File: src/rtl/rf_pkg.sv
// Shared register-file constants: widths, arbiter state encodings, write payload.
package rf_pkg;

    localparam int unsigned XLEN = 32;
    localparam int unsigned NREG = 32;
    localparam int unsigned AW   = 5;

    // Arbiter states; kept as plain constants so older consumers can compare raw bits.
    localparam logic [0:0] ST_PRIO0  = 1'b0;
    localparam logic [0:0] ST_FORCE1 = 1'b1;

    // One write request as presented by either requester.
    typedef struct packed {
        logic [AW-1:0]   rd;
        logic [XLEN-1:0] data;
    } wrReq_t;

    // Register x0 is hardwired to zero and must never be written.
    function automatic logic isWritableRd(input logic [AW-1:0] rd);
        return rd != AW'(0);
    endfunction

endpackage

File: src/rtl/rd_onehot_dec.sv
// Register index to one-hot WriteEn decoder; x0 never decodes to an enable.
module rd_onehot_dec
    import rf_pkg::*;
(
    input  logic [AW-1:0]   rdIdx,
    output logic [NREG-1:0] oneHot_c
);

    // Bit i is set only for rdIdx == i, with i starting at 1 so x0 stays dark.
    always_comb begin
        oneHot_c = '0;
        for (int unsigned i = 1; i < NREG; i++) begin
            oneHot_c[i] = (rdIdx == AW'(i));
        end
    end

endmodule

File: src/rtl/regfile_wr_arbiter.sv
// Two-port arbiter for the single register-file write port.
// Port 0 (write-back) has fixed priority; port 1 (long-latency) is force-granted
// after STARVE_MAX consecutive blocked cycles, stalling port 0 for that cycle.
// The accepted write is presented one cycle later on reg_we/reg_wdata.
module regfile_wr_arbiter
    import rf_pkg::*;
#(
    parameter int unsigned STARVE_MAX = 4
) (
    input  logic            clk,
    input  logic            reset,

    input  logic            p0_valid,
    output logic            p0_ready,
    input  logic [AW-1:0]   p0_rd,
    input  logic [XLEN-1:0] p0_data,

    input  logic            p1_valid,
    output logic            p1_ready,
    input  logic [AW-1:0]   p1_rd,
    input  logic [XLEN-1:0] p1_data,

    output logic [NREG-1:0] reg_we,
    output logic [XLEN-1:0] reg_wdata,
    output logic            wr_valid,
    output logic [AW-1:0]   wr_rd
);

    localparam int unsigned CW = $clog2(STARVE_MAX + 1);
    localparam logic [CW-1:0] CNT_MAX  = CW'(STARVE_MAX);
    localparam logic [CW-1:0] CNT_LAST = CW'(STARVE_MAX - 1);

    logic [0:0]      state;
    logic [0:0]      nextState;
    logic [CW-1:0]   starveCnt;

    logic            acc0;
    logic            acc1;
    logic            anyAcc;
    wrReq_t          req0;
    wrReq_t          req1;
    wrReq_t          selReq;
    logic [NREG-1:0] decOneHot;
    logic [NREG-1:0] weNext;
    logic            writeNext;

    assign req0 = '{rd: p0_rd, data: p0_data};
    assign req1 = '{rd: p1_rd, data: p1_data};

    // State register.
    always_ff @(posedge clk or negedge reset) begin
        if (!reset) begin
            state <= ST_PRIO0;
        end else begin
            state <= nextState;
        end
    end

    // Next-state and ready generation; a forced grant lasts exactly one cycle.
    always_comb begin
        nextState = state;
        p0_ready  = 1'b1;
        p1_ready  = 1'b0;
        case (state)
            ST_PRIO0: begin
                p1_ready = !p0_valid;
                if (p1_valid && p0_valid && (starveCnt == CNT_LAST)) begin
                    nextState = ST_FORCE1;
                end
            end
            ST_FORCE1: begin
                p0_ready  = 1'b0;
                p1_ready  = 1'b1;
                nextState = ST_PRIO0;
            end
            default: begin
                nextState = ST_PRIO0;
            end
        endcase
    end

    // Accept qualification and selection of the winning request.
    always_comb begin
        acc0      = p0_valid & p0_ready;
        acc1      = p1_valid & p1_ready;
        anyAcc    = acc0 | acc1;
        selReq    = acc1 ? req1 : req0;
        weNext    = anyAcc ? decOneHot : '0;
        writeNext = anyAcc & isWritableRd(selReq.rd);
    end

    rd_onehot_dec uDec (
        .rdIdx    (selReq.rd),
        .oneHot_c (decOneHot)
    );

    // Consecutive blocked cycles of port 1; cleared when it is served or goes idle.
    always_ff @(posedge clk or negedge reset) begin
        if (!reset) begin
            starveCnt <= '0;
        end else if (!p1_valid || acc1) begin
            starveCnt <= '0;
        end else if (starveCnt != CNT_MAX) begin
            starveCnt <= starveCnt + CW'(1);
        end
    end

    // Write presentation register: enables pulse for one cycle, data/tag hold when idle.
    always_ff @(posedge clk or negedge reset) begin
        if (!reset) begin
            reg_we    <= '0;
            reg_wdata <= '0;
            wr_valid  <= 1'b0;
            wr_rd     <= '0;
        end else begin
            reg_we   <= weNext;
            wr_valid <= writeNext;
            if (anyAcc) begin
                reg_wdata <= selReq.data;
                wr_rd     <= selReq.rd;
            end
        end
    end

endmodule

File: config.mk
export PLATFORM = sky130hd
export DESIGN_NAME = regfile_wr_arbiter
export DESIGN_NICKNAME = d
export VERILOG_FILES = /design/src/rtl/rf_pkg.sv /design/src/rtl/rd_onehot_dec.sv /design/src/rtl/regfile_wr_arbiter.sv
export SDC_FILE = /design/constraint.sdc
export NUM_CORES = 1
export LEC_CHECK = 0
export ABC_AREA = 1
export BUFFER_PORTS_ARGS = -buffer_cell sky130_fd_sc_hd__buf_4
export CAP_MARGIN = 40
export CELL_PAD_IN_SITES_DETAIL_PLACEMENT = 2
export CELL_PAD_IN_SITES_GLOBAL_PLACEMENT = 2
export CORE_ASPECT_RATIO = 1.1
export CORE_MARGIN = 4
export CORE_UTILIZATION = 25
export DETAILED_ROUTE_END_ITERATION = 10
export GPL_ROUTABILITY_DRIVEN = 0
export PLACE_DENSITY = 0.87
export REMOVE_ABC_BUFFERS = 1
export SLEW_MARGIN = 5
export SYNTH_ARGS = -nofsm -noshare
export SYNTH_HDL_FRONTEND = slang
export SYNTH_HIERARCHICAL = 1
export SYNTH_SLANG_ARGS = --single-unit
File: constraint.sdc
create_clock -name clk -period 1.55 [get_ports clk]
set_input_delay 0 -clock clk [delete_from_list [all_inputs] [get_ports clk]]
set_output_delay 0 -clock clk [all_outputs]
set_load 0.05 [all_outputs]
**Yosys cells after proc, flatten, opt, wreduce, memory -nomap -nowiden**

Index checks and enable logic that the tools add are counted.

- Add/sub/neg operators: 1
- Eq/ne operators: 33
- Muxes and demuxes: 8
- Bitwise gates (word level): 5
- Reductions and logical operators: 7

Operator list:

| operator | count |
|---|---|
| $eq 5x5->1 const B | 16 |
| $eq 5x4->1 const B | 8 |
| $mux 37 | 1 |
| $mux 32 | 1 |
| $eq 5x3->1 const B | 4 |
| $eq 5x2->1 const B | 2 |
| $mux 3 | 2 |
| $eq 5x1->1 const B | 1 |
| $reduce_bool 5->1 | 1 |
| $pmux 1 s2 | 2 |
| $add 3x1->3 const B | 1 |
| $and 1x1->1 | 3 |
| $eq 3x2->1 const B | 1 |
| $ne 3x3->1 const B | 1 |
| $logic_and 1x1->1 | 2 |
| $logic_not 1->1 | 2 |
| $mux 1 | 2 |
| $reduce_bool 2->1 | 1 |
| $logic_or 1x1->1 | 1 |
| $not 1->1 | 1 |
| $or 1x1->1 | 1 |

- Flip-flop bits (word level): 74
- Input bits: 78
- Output and inout bits: 72
- Word-level logic and storage cells: 60

**Longest topological paths before layout**

Gate-level depths: netlist (run 1).

- Word-level depth: 6
- Gate-level depth with buffers: 12
- Mapped depth without buffers: 12

**By module**

The synthesis (run 1) kept the hierarchy.

By module, submodules not included:

| module | times used | cells an instance | area an instance (µm²) | seq. area each (µm²) |
|---|---|---|---|---|
| regfile_wr_arbiter | 1 | 343 | 3006.6 | 1851.8 |
| rd_onehot_dec | 1 | 63 | 276.5 | 0.0 |

**Least setup slack after synthesis (run 1)**

OpenSTA, ideal clock, no wires.

- Kind: reg-to-reg
- Start point: reg state
- End point: reg reg_we[18]
- Library setup time: 0.072 ns
- Arrival: 1.650 ns
- Required time: 1.478 ns
- Slack: -0.172 ns
- Stages on the path, launching flop included: 12
- Path buffers: 0
- Period minus slack after synthesis: 1.722 ns
- Path through: dfrtp_1 > inv_2 > nand2_4 > nand2_4 > nand2_1 > o21ai_1 > inv_1 > nor2_1 > nand2_1 > nor2_1 > inv_1 > nor2_1

- Elaborated cells on any way between the ends: 9
- Those cells by class: 1 x eq/ne; 4 x mux; 4 x bitwise

RTL lines:

| element | line | source |
|---|---|---|
| start: declaration | regfile_wr_arbiter.sv:33 | `logic [0:0] state;` |
| start signal: assignment | regfile_wr_arbiter.sv:55 | `state <= nextState;` |
| $mux 1 | regfile_wr_arbiter.sv:64 | `case (state)` |
| named net p0_ready | regfile_wr_arbiter.sv:14 | `output logic p0_ready,` |
| $and 1x1->1 | regfile_wr_arbiter.sv:84 | `acc0 = p0_valid & p0_ready;` |
| $or 1x1->1 | regfile_wr_arbiter.sv:86 | `anyAcc = acc0 \| acc1;` |
| $mux 32 | regfile_wr_arbiter.sv:88 | `weNext = anyAcc ? decOneHot : '0;` |
| named net weNext[18] | regfile_wr_arbiter.sv:44 | `logic [NREG-1:0] weNext;` |
| end signal: assignment | regfile_wr_arbiter.sv:116 | `reg_we <= weNext;` |
| end: declaration | regfile_wr_arbiter.sv:23 | `output logic [NREG-1:0] reg_we,` |

The timed path passes the listed nets, and every way through them passes these cells.
A chain may end at the register's enable or synchronous reset.

==> results of run 1 <==
-- cell type report --
class	instances	area, um^2
tap	157	196.4
clock buffer	9	225.2
clock inverter	7	102.6
timing repair buffer	235	1982
sequential	74	1852
inverter	60	247.7
fill	1376	6875
multi-input combinational	255	1270
-- critical path, stage by stage, from the launching register on --
cell and delay (ns):
dfrtp_1 0.38, inv_2 0.08, nand2_4 0.09, nand2_8 0.13, o21ai_2 0.09, inv_2 0.14
nand2_2 0.20, nor3_1 0.26, inv_1 0.10, nor2_1 0.13
-- what timing repair did --
action / in CTS / in global routing
setup buffers: 1 / 5
setup endpoints to repair: 31 / 31
hold endpoints to repair: 107 / 0
pin swaps: 0 / 16
gates resized for setup: 28 / 43
hold buffers: 66 / 0
-- cell usage after synthesis --
| cell | count | area (um^2) |
|---|---|---|
| nand2_1 | 126 | 473.0 |
| clkbuf_1 | 3 | 11.26 |
| dfrtp_1 | 74 | 1852 |
| buf_6 | 2 | 22.52 |
| nor3_2 | 3 | 30.03 |
| inv_1 | 56 | 210.2 |
| buf_4 | 5 | 37.54 |
| a21oi_1 | 2 | 10.01 |
| nand2_4 | 2 | 22.52 |
| nand3b_1 | 1 | 7.510 |
| ha_1 | 3 | 37.54 |
| o21ai_0 | 7 | 35.03 |
| clkbuf_4 | 1 | 7.510 |
| nor2_1 | 63 | 236.5 |
| conb_1 | 1 | 3.750 |
| nand3_1 | 37 | 185.2 |
| buf_2 | 6 | 30.03 |
| nor2_4 | 1 | 11.26 |
| o21ai_1 | 2 | 10.01 |
| nor3_1 | 7 | 35.03 |
| inv_2 | 4 | 15.01 |
-- path summary, 6_finish.rpt --
kind | depth (start not counted) | slack [ns] | from | to
max | 9 | -0.13 | state$_DFF_PN0_ | reg_we[15]$_DFF_PN0_
min | 2 | 0.11 | reset | reg_we[9]$_DFF_PN0_
max reg2reg | 9 | -0.13 | state$_DFF_PN0_ | reg_we[15]$_DFF_PN0_
min reg2reg | 2 | 0.49 | reg_wdata[25]$_DFFE_PN0N_ | reg_wdata[25]$_DFFE_PN0N_
max in group asynchronous | 3 | 0.87 | reset | reg_we[24]$_DFF_PN0_
min in group clk | 5 | 0.12 | p0_rd[3] | wr_rd[3]$_DFFE_PN0N_
-- metrics by stage --
step           power (W)  utilization, %  worst slack, ns  area (um^2)
5_1_grt         0.006163           46.08          -0.2586         5876
4_1_cts         0.005876           44.71        -0.006852         5700
3_3_place_gp    0.003315           36.33         -0.04768         4632
2_1_floorplan   0.002793               -          -0.5498         3174
6_report        0.005909           46.08          -0.1253         5876
3_5_place_dp    0.003362           36.33          -0.1793         4632
-- layer usage --
metal  track usage, %  vias up
li1                 -     1672
met1            21.17     1820
met2            38.81      117
met3            5.241       16
met4            5.263        0
met5                0        -
-- flip-flops by register name (all words and copies together) (netlist names) --
signal and cells:
starveCnt 3, reg_we 32, state 1, reg_wdata 32, wr_valid 1, wr_rd 5
-- where the power goes --
group / internal (W) / total (W) / switching, W
clock: 0.00142 / 0.00231 / 0.000889
sequential: 0.00205 / 0.00212 / 0.0000730
combinational: 0.000545 / 0.00148 / 0.000931
total: 0.00402 / 0.00591 / 0.00189
-- cell families after synthesis --
logic type | after synthesis | synth area share, %
buffers and inverters | 77 | 10.18
other | 1 | 0.1142
AOI/OAI and AO/OA | 11 | 1.677
adders and majority gates | 3 | 1.143
and+or+nand+nor | 240 | 30.49
DFF | 74 | 56.40
==> impl_metrics.py, run 1 <==
metrics = {
    "global_routing": {
        "grt_pass1_vias": 4312,
        "grt_overflow": 0,
        "grt_max_degree": 51,
        "grtUsageTotal_pct": 20.17,
        "antenna_found_initial": 0,
        "grt_pass1_wl_mm": 23.30,
    },
    "layout": {
        "drive_above_1_share_pct": 37.66,
        "n_antenna_cell": 0,
        "final_common_cell": "buf_4",
        "final_cells": 797,
        "syn2layout_area_growth_pct": 78.96,
        "final_cell_mix": "buf_4, nand2_1, dfrtp_1, dlygate4sd3_1",
        "num-nets-final": 716,
    },
    "clock_tree": {
        "clock_latency_ns": 0.34,
        "htreeDepth": 3,
        "cts_sinks": 74,
        "cts_buffers": 9,
        "cts_tree": "yes",
        "cts_buffer_depth": 2,
        "cts.reportedPaths.clkPinSlew_ns": 0.06,
        "cts-root-buf": "clkbuf_16",
    },
    "sta": {
        "layout_setup_ws_ns": -0.1253,
        "fin_skew_ns": 0.004580,
        "min_period_over_period_pct": 108.1,
        "rsz0062_at_grt": "yes",
        "slew_violations": 0,
        "hold_ws_ns": 0.1057,
        "setup_tns_ns": -0.4888,
        "fmax_ghz": 0.5969,
        "setup_violations": 14,
        "finalHoldViolations": 0,
        "layout_min_cycle_time_ns": 1.675,
    },
    "detailed_routing": {
        "highest_layer": "met4",
        "wl_met1_mm": 5.545,
        "drt_wl_total_mm": 15.18,
        "viasPerCell": 4.548,
        "vias": 3625,
        "routedWlPerCell_um": 19.05,
        "drtPass1Iterations": 3,
        "wl_met2_mm": 8.619,
        "drt_iter0_markers": 97,
        "wl_met3_um": 812,
        "drcViolationCount": 0,
        "drtAntennaViolNets": 0,
    },
    "floorplanning": {
        "start_util_pct": 25.75,
        "core_region_area_um2": 12750,
        "die_w_um": 117.3,
        "io_pins": 150,
        "rows": 43,
        "dieHeight_um": 128.2,
        "fp.dieArea_um2": 15030,
    },
    "setup_path": {
        "cp.required_ns": 1.81,
        "worstSetupStartpointType": "register",
        "crit_type": "register to register",
        "crit_path_end_kind": "register",
        "crit_path_max_fanout": 8,
        "critPathArrivalTime_ns": 1.94,
    },
    "placed_design": {
        "io_buffers": 149,
        "post-dp-hpwl_mm": 9.080,
        "dp_cells": 709,
    },
    "worst_hold_path": {
        "worstHoldPathType": "input port to async pin",
    },
    "outcome": {
        "violations": "setup timing",
        "status": "finished, violations left",
    },
    "yosys": {
        "synth.distinct_cells": 21,
        "synth-seq-cells": 74,
        "syn-cell-area_um2": 3283,
        "synth_area_per_cell_um2": 8.087,
        "ys_seq_area_share_pct": 56.40,
        "synth_cells": 406,
        "yosys_warnings": 6,
    },
    "power": {
        "powerDensity_nw_per_um2": 1006,
        "vdd_drop_max_mv": 0.5144,
        "leakagePower_nw": 2.926,
    },
    "job": {
        "cap_violations": 0,
    },
}
(Power assumes the default switching activity.)
==> inputs of run 2 (changes only) <==
Settings changed: ABC_AREA 1 to unset, CORE_UTILIZATION 25 to 28, PLACE_DENSITY 0.87 to 0.88, SLEW_MARGIN 5 to 10.
==> run 2 against run 1 <==
Net effect: the run ends with hold timing, setup timing left; sequential share of layout area up 0.49 points; combinational power about the same; clock power down 8%; register-to-register slack worse by 0.34 ns; core utilization up 4.0 points; setup slack worse by 0.34 ns; sequential power about the same; sequential cell count unchanged; via count down 9.0%; power down 2.7%; clock skew up 0.0045 ns; largest power group is now sequential cells.
==> impl_metrics.py, run 2 <==
metrics = {
    "setup_path": {
        "cp.required_ns": 1.80,
        "crit_chain": "nor2b_4, inv_2, nand2_4, mux2_4, or3b_4, nor2_2, nor2b_1",
        "crit_path_end_kind": "register",
        "worstSetupStartpointType": "register",
        "critPathArrivalTime_ns": 2.27,
        "slowest_stage": "or3b_4",
        "crit_family": "simple AND/OR/NAND/NOR gates",
        "crit_path_max_fanout": 6,
        "crit_type": "register to register",
        "slowest_delay_ns": 0.45,
        "critPathBufInv": 1,
    },
    "placed_design": {
        "placed_area_um2": 4629,
        "io_buffers": 149,
        "dp_slack_ns": -0.3233,
        "dp_cells": 603,
        "post-dp-hpwl_mm": 8.655,
    },
    "yosys": {
        "yosys.area.top_type": "dfrtp_1",
        "ys_top_cells_by_count": "dfrtp_1, nand2_1, mux2i_1",
        "synth_compound_area_share_pct": 6.154,
        "synth-xor-area-share_pct": 0.2627,
        "synth_most_common_cell": "dfrtp_1",
        "ys_seq_area_share_pct": 55.53,
        "synth_mux_area_share_pct": 13.36,
        "synth_area_leaders": "dfrtp_1, mux2i_1, nor2b_1",
        "yosys_warnings": 6,
        "synth_ff_type": "dfrtp_1",
        "yosys.area_share.adder_pct": 1.126,
        "synth_cells": 312,
        "synth_area_per_cell_um2": 10.69,
        "netlist.area_leader.share_pct": 55.53,
        "synth-seq-cells": 74,
        "synth_top_family_by_area": "simple AND/OR/NAND/NOR gates",
        "syn-cell-area_um2": 3334,
        "synth_edf_count": 0,
        "synthSimpleGateAreaFrac_pct": 18.42,
        "async_flop_share_pct": 100.0,
        "synth.distinct_cells": 30,
    },
    "detailed_routing": {
        "drtPass1Iterations": 4,
        "drt_iter0_markers": 83,
        "drt_wl_total_mm": 16.82,
        "routedWlPerCell_um": 24.27,
        "drtAntennaViolNets": 0,
        "drcViolationCount": 0,
        "viasPerCell": 4.759,
        "vias": 3298,
    },
    "sta": {
        "fmax_ghz": 0.4950,
        "fin_skew_ns": 0.009051,
        "worst-slew-pin-transition_ns": 0.8880,
        "layout_setup_ws_ns": -0.4701,
        "min_period_over_period_pct": 130.3,
        "slew_headroom_pct": 40.74,
        "finalHoldViolations": 1,
        "slew_violations": 0,
        "hold_ws_ns": -0.01161,
        "rsz0062_at_grt": "yes",
        "setup_violations": 31,
        "layout_min_cycle_time_ns": 2.020,
    },
    "clock_tree": {
        "clock_latency_ns": 0.34,
        "cts-root-buf": "clkbuf_16",
        "htreeDepth": 3,
        "cts_buffer_depth": 2,
        "cts_tree": "yes",
        "cts_sinks": 74,
        "cts.reportedPaths.clkPinSlew_ns": 0.06,
        "cts_buffers": 9,
    },
    "power": {
        "vdd_drop_max_mv": 0.6256,
        "p_total_w": 0.005752,
        "powerDensity_nw_per_um2": 994.1,
        "leakagePower_nw": 2.864,
    },
    "global_routing": {
        "grt_pass1_vias": 3888,
        "grt_pass1_wl_mm": 23.26,
        "grtUsageTotal_pct": 22.65,
        "grt_max_degree": 55,
        "grt_overflow": 0,
        "antenna_found_initial": 3,
    },
    "layout": {
        "final_common_cell": "buf_4",
        "num-nets-final": 616,
        "fin_area_um2": 5786,
        "syn2layout_area_growth_pct": 73.51,
        "reg_top3": "reg_wdata (32), reg_we (32), wr_rd (5)",
        "final_cells": 693,
        "final_cell_mix": "buf_4, dfrtp_1, dlygate4sd3_1, nand2_1, mux2i_1",
        "drive_above_1_share_pct": 41.67,
    },
    "floorplanning": {
        "core_region_area_um2": 11540,
        "rows": 41,
        "start_util_pct": 28.89,
        "io_pins": 150,
        "dieHeight_um": 122.5,
        "fp.dieArea_um2": 13720,
        "die_w_um": 112.1,
    },
    "job": {
        "cap_violations": 0,
    },
    "worst_hold_path": {
        "worstHoldPathType": "input port to register",
    },
    "outcome": {
        "violations": "hold timing, setup timing",
        "status": "finished, violations left",
    },
}
run 2: changes by cell type in the layout (fill, tap and decap cells not counted), moves of 9 or more:
cell,delta
inv_1,-43
mux2i_1,+37
nand2_1,-70
nand2_2,-11
nand3_1,-36
nor2_1,-30
nor2b_1,+19
nor2b_2,+9
o21ai_0,+16
o21ai_1,+16
run 2: timing repair:
| item | 4_1_cts | 5_1_grt |
|---|---|---|
| cloned | 0 | 0 |
| setup endpoints to repair | 32 | 36 |
| setup buffers | 1 | 4 |
| hold endpoints to repair | 73 | 0 |
| gates resized for setup | 31 | 21 |
| hold buffers | 66 | 0 |
| pin swaps | 21 | 15 |
run 2: area by class of cell:
type                            count  area, um^2
Antenna cell                        3       7.507
Clock buffer                       13       240.2
Clock inverter                      3       40.04
Fill cell                        1148        5757
Inverter                            5       18.77
Multi-Input combinational cell    212        1465
Sequential cell                    74        1852
Tap cell                          150       187.7
Timing Repair Buffer              233        1974
run 2: metrics by stage:
step / TNS, ns / utilization (%)
after floorplan: -171.23 / -
after global placement: -5.802 / 39.98
after detailed placement: -7.943 / 40.11
after CTS: -7.945 / 49.20
after global routing: -13.11 / 50.12
final: -10.90 / 50.12
run 2: worst reg2reg max path: stages, from the launching register on:
cell and delay [ns]:
dfrtp_1 0.41, nor2b_4 0.17, inv_2 0.07, nand2_4 0.13
mux2_4 0.36, or3b_4 0.45, nor2_2 0.12, nor2b_1 0.21
run 2: worst paths after layout:
check,startpoint,endpoint,slack (ns),cells after the start
max in group asynchronous,reset,reg_we[16]$_DFF_PN0_,0.71,3
worst max register to register,state$_DFF_PN0_,reg_we[25]$_DFF_PN0_,-0.47,7
worst max-delay path,state$_DFF_PN0_,reg_we[25]$_DFF_PN0_,-0.47,7
worst min-delay path,p1_data[17],reg_wdata[17]$_DFFE_PN0N_,-0.01,3
worst min register to register,reg_wdata[6]$_DFFE_PN0N_,reg_wdata[6]$_DFFE_PN0N_,0.57,2
min in group asynchronous,reset,reg_wdata[11]$_DFFE_PN0N_,0.18,2
run 2: cell families after synthesis:
| kind of cell | count (synthesis) |
|---|---|
| flip-flops | 74 |
| XOR/XNOR | 1 |
| AO/OA/AOI/OAI | 41 |
| buffers and inverters | 26 |
| AND/OR/NAND/NOR | 124 |
| multiplexers | 42 |
| adder cells (fa/ha/maj) | 3 |
| other | 1 |
run 2: per-layer routing:
| layer | up-vias | share of wire [%] | global-route usage (%) |
|---|---|---|---|
| li1 | 1466 | - | - |
| met1 | 1698 | 36 | 23.35 |
| met2 | 101 | 57 | 43.78 |
| met3 | 33 | 3.2 | 4.142 |
| met4 | 0 | 4.0 | 11.42 |
| met5 | - | 0 | 0 |
run 2: power by group:
part / switching, W / total (W) / internal (W)
Combinational: 0.000911 / 0.00150 / 0.000584
Sequential: 0.0000838 / 0.00213 / 0.00205
Clock: 0.000878 / 0.00213 / 0.00125
Total: 0.00187 / 0.00575 / 0.00388
